### config.mk
export PLATFORM = sky130hd
export DESIGN_NAME = mont_mult
export DESIGN_NICKNAME = d
export VERILOG_FILES = /design/src/rtl/mont_mult.sv
export SDC_FILE = /design/constraint.sdc
export NUM_CORES = 1
export LEC_CHECK = 0
export CAP_MARGIN = 10
export CORE_MARGIN = 1.5
export CORE_UTILIZATION = 35
export CTS_CLUSTER_DIAMETER = 60
export DETAILED_ROUTE_END_ITERATION = 10
export PLACE_DENSITY = 0.56
export SLEW_MARGIN = 20
export SYNTH_ARGS = -nofsm -noshare
export SYNTH_HDL_FRONTEND = slang
export SYNTH_SLANG_ARGS = --single-unit
### constraint.sdc
create_clock -name clk -period 20.5 [get_ports clk]
set_clock_uncertainty 0.15 [all_clocks]
set_input_delay 3.075 -clock clk [delete_from_list [all_inputs] [get_ports clk]]
set_output_delay 3.075 -clock clk [all_outputs]
set_load 0.02 [all_outputs]
### src/rtl/mont_mult.sv
// Bit-serial radix-2 Montgomery multiplier, R = 2^32: R_out = A*B*2^-32 mod Prime.
// Optional input reduction (one conditional subtract of Prime) under MONT_MULT_IN_REDUCE_EN.
module mont_mult (
  input  logic        clk,
  input  logic        reset,
  input  logic        in_sig,
  input  logic [31:0] A_i,
  input  logic [31:0] B_i,
  input  logic [31:0] Prime,
  output logic [31:0] R_out,
  output logic        done
);

  localparam logic [1:0] IDLE  = 2'b00;
  localparam logic [1:0] CALC  = 2'b01;
  localparam logic [1:0] FINAL = 2'b10;
  localparam logic [1:0] OUT   = 2'b11;

  logic [1:0]  state;
  logic [31:0] A_r;
  logic [31:0] B_r;
  logic [33:0] S;
  logic [4:0]  counter;

  logic [31:0] a_load;
  logic [31:0] b_load;
  logic [33:0] t_add;
  logic [33:0] t_red;
  logic        s_ge_p;
  logic [31:0] s_minus_p;

`ifdef MONT_MULT_IN_REDUCE_EN
  always_comb begin
    a_load = (A_i >= Prime) ? (A_i - Prime) : A_i;
    b_load = (B_i >= Prime) ? (B_i - Prime) : B_i;
  end
`else
  always_comb begin
    a_load = A_i;
    b_load = B_i;
  end
`endif

  // One Montgomery iteration: add a_i*B, make even by adding Prime, halve.
  always_comb begin
    t_add = S + (A_r[counter] ? {2'b00, B_r} : '0);
    t_red = t_add + (t_add[0] ? {2'b00, Prime} : '0);
  end

  // S < 2*Prime here, so the difference fits in 32 bits when S >= Prime.
  always_comb begin
    s_ge_p    = (S >= {2'b00, Prime});
    s_minus_p = S[31:0] - Prime;
  end

  always_ff @(posedge clk or posedge reset) begin
    if (reset) begin
      state   <= IDLE;
      A_r     <= '0;
      B_r     <= '0;
      S       <= '0;
      counter <= '0;
      R_out   <= '0;
    end else begin
      case (state)
        IDLE: begin
          if (in_sig) begin
            A_r     <= a_load;
            B_r     <= b_load;
            S       <= '0;
            counter <= '0;
            state   <= CALC;
          end
        end
        CALC: begin
          S       <= t_red >> 1;
          counter <= counter + 5'd1;
          if (counter == 5'd31) begin
            state <= FINAL;
          end
        end
        FINAL: begin
          R_out <= s_ge_p ? s_minus_p : S[31:0];
          state <= OUT;
        end
        default: begin
          state <= IDLE;
        end
      endcase
    end
  end

  assign done = (state == OUT);

endmodule

==> flow_summary.json <==
{
  "synth_ff_type": "dfrtp_1",
  "cpMaxStageDelayCell": "dfrtp_1",
  "crit_path_start_kind": "flop",
  "antenna_found_initial": 1,
  "whs_path_depth": 1,
  "wire_per_inst_um": 17.2,
  "firstDrtPassIters": 5,
  "hp-class": "flop to flop",
  "powerDensity_mw_per_mm2": 202,
  "critPathTopFamily": "compound AO/OA/AOI/OAI gates",
  "wl_met3_mm": 1.41,
  "cp_common_cell": "a21oi_1",
  "seqCellArea_mm2": 0.00340,
  "whs_ps": 346,
  "slowest_delay_ps": 750,
  "boundaryPins": 132,
  "syn_area_mm2": 0.0109,
  "tightest_slew_ps": 1110,
  "cts_resized": 0,
  "period_share_pct": 34.9,
  "outcome": "finished clean",
  "area_growth_pct": 21.3,
  "fmax_mhz": 140,
  "setup_viol": 0,
  "clk_transition_reported_paths_ps": 80,
  "synth_edf_count": 0,
  "path_buf_inv": 3,
  "drt-initial-drc-count": 579,
  "die_h_um": 180,
  "final_cell_mix": "dfrtp_1, clkdlybuf4s50_1, a21oi_1, ha_1, nand2_1",
  "p_leak_uw": 0.00602,
  "critPathMaxFanout": 32,
  "timing.slew.headroom_pct": 25.8,
  "fill_cells": 2998,
  "antenna_cells": 0,
  "multiInputGateArea_mm2": 0.00712,
  "dpl.hpwl_mm": 22.8,
  "io_buffer_count": 131,
  "remaining_drc_errors": 0,
  "routed.top_layer": "met5",
  "syn_inst": 1190,
  "clk_latency_ps": 430,
  "grt_pass1_wl_mm": 47.7,
  "path_depth": 26,
  "start_util_pct": 35.6,
  "std_cell_rows": 64,
  "grt_pass1_vias": 8924,
  "core_area_mm2": 0.0307,
  "grt_overflow": 0,
  "post_cts_buffers": 0,
  "async_reset_ff_share_pct": 100,
  "grt.total_usage_pct": 18.3,
  "drt-met1-wl_mm": 14.7,
  "vias_per_cell": 5.26,
  "cp-end-kind": "flop",
  "tns_ps": 0,
  "crit_arrival_ps": 7270,
  "crit_required_ps": 20620,
  "wl_met2_mm": 13.1,
  "synth_cell_type_count": 71,
  "ys_warn_count": 0,
  "layout-drive-gt1-share_pct": 10.7,
  "detail_route.wirelength_mm": 29.4,
  "dieArea_mm2": 0.0323,
  "ff2ff_path_depth": 26,
  "syn-num-nets": 1393,
  "finalCriticalPeriod_ps": 7150,
  "cts_tree": "yes",
  "rsz0062_at_grt": "no",
  "grt_max_degree": 71,
  "ctsHoldBuffers": 0,
  "slew_viol_final": 0,
  "die_w_um": 180,
  "ctsRootBufferMaster": "clkbuf_16",
  "clock-sinks": 136,
  "syn_area_per_cell_um2": 9.17,
  "ir_drop_mv": 0.0784,
  "hold_violations": 0,
  "htreeDepth": 4,
  "final_common_cell": "dfrtp_1",
  "num-nets-final": 1508,
  "clockBufferDepth": 2,
  "ys_seq_area_share_pct": 31.2,
  "drv_cap": 0,
  "gp_congestion": 0.900,
  "via_count": 9014,
  "crit_type": "flop to flop",
  "final_antenna_net_count": 0,
  "ys_ff_latch": 136,
  "cts_buffers": 17
}
power breakdown:
part	internal (uW)	switching (uW)	leakage, uW
Sequential	400	102	0.00165
Combinational	825	1020	0.00406
Clock	167	155	0.000301
Total	1390	1280	0.00602
Yosys cell counts, drive strengths merged (4+ instances only):
master / instances / share of area [%]
o21a: 10 / 0.69
o21ai: 70 / 3.2
o211ai: 9 / 0.62
xnor2: 50 / 4.0
a221oi: 4 / 0.38
and3: 8 / 0.46
xor2: 28 / 2.2
nand3: 14 / 0.64
nor2b: 45 / 2.6
a22o: 9 / 0.72
buf: 7 / 0.33
mux2: 67 / 6.9
nand4: 14 / 0.80
a211oi: 9 / 0.66
a211o: 6 / 0.48
a31oi: 10 / 0.57
nor3: 19 / 0.87
and2: 37 / 2.2
o21bai: 11 / 0.76
o31ai: 6 / 0.46
mux2i: 30 / 2.8
mux4: 10 / 2.1
a41oi: 5 / 0.40
a31o: 5 / 0.40
clkbuf: 34 / 1.2
or3: 8 / 0.46
nand2b: 17 / 0.97
ha: 101 / 12
inv: 64 / 2.2
a21oi: 109 / 5.0
nor2: 75 / 2.6
dfrtp: 136 / 31
nand2: 78 / 2.7
a21o: 42 / 2.9
sequential cells by signal (all words and copies together) (netlist names):
register	cells
counter	5
A_r	32
B_r	32
state	2
R_out	32
S	33
final timing paths:
kind	startpoint	endpoint	slack, ps
setup / recovery	counter[0]	S[30]	13350
hold reg to reg	B_r[24]	B_r[24]	350
setup reg to reg	counter[0]	S[30]	13350
hold / removal	B_r[24]	B_r[24]	350
min in group asynchronous	reset	B_r[5]	2950
max in group asynchronous	reset	B_r[30]	15890
logic make-up (layout without fill, tap and decap cells):
family | count (synthesis) | in the layout | share of synthesized area (%)
compound gates | 333 | 333 | 20.0
simple gates | 327 | 327 | 15.1
flops | 136 | 136 | 31.2
mux | 107 | 107 | 11.7
buf+inv | 105 | 233 | 3.70
fa+ha+maj | 104 | 104 | 12.1
xor+xnor | 78 | 78 | 6.26
per-stage QoR:
stage	area, um^2	utilization, %	cells	setup slack (ps)	total power (uW)
finish	13200	43.2	1714	13350	2670
global route	13200	43.2	1714	12800	2920
global placement	12600	41.2	1682	13290	2340
detailed placement	12600	41.2	1682	13270	2350
floorplan	10900	-	1190	13640	1910
CTS	13200	43.2	1714	13240	2680
cell type report:
| cell class | count | area share (%) |
|---|---|---|
| multi-input combinational | 949 | 53.8 |
| sequential | 136 | 25.7 |
| timing repair buffer | 137 | 10.2 |
| tap | 396 | 3.74 |
| clock buffer | 17 | 3.21 |
| inverter | 64 | 1.85 |
| clock inverter | 15 | 1.45 |
worst reg2reg max path, stage by stage, from the launching register on:
cell	delay, ps
dfrtp_1	750
mux4_2	590
mux4_2	500
mux2i_2	150
buf_4	360
nand2b_1	220
inv_1	50
ha_1	290
a211oi_1	220
o21bai_1	110
a21oi_1	350
o31ai_2	200
a41o_1	340
a21o_1	210
a21oi_1	220
xnor2_1	160
ha_1	270
inv_1	110
o21bai_1	80
a21oi_1	230
o21ai_0	210
o21a_1	250
a21o_1	190
a31o_1	250
a311oi_2	290
xor2_1	170
o21ai_1	80
routing by layer:
metal  vias to the layer above  GRT usage [%]
li1                       4542              -
met1                      4254           26.1
met2                       194           29.0
met3                        22           3.55
met4                         2           3.23
met5                         -              0
Note: power is estimated with default switching activity, not from simulation.
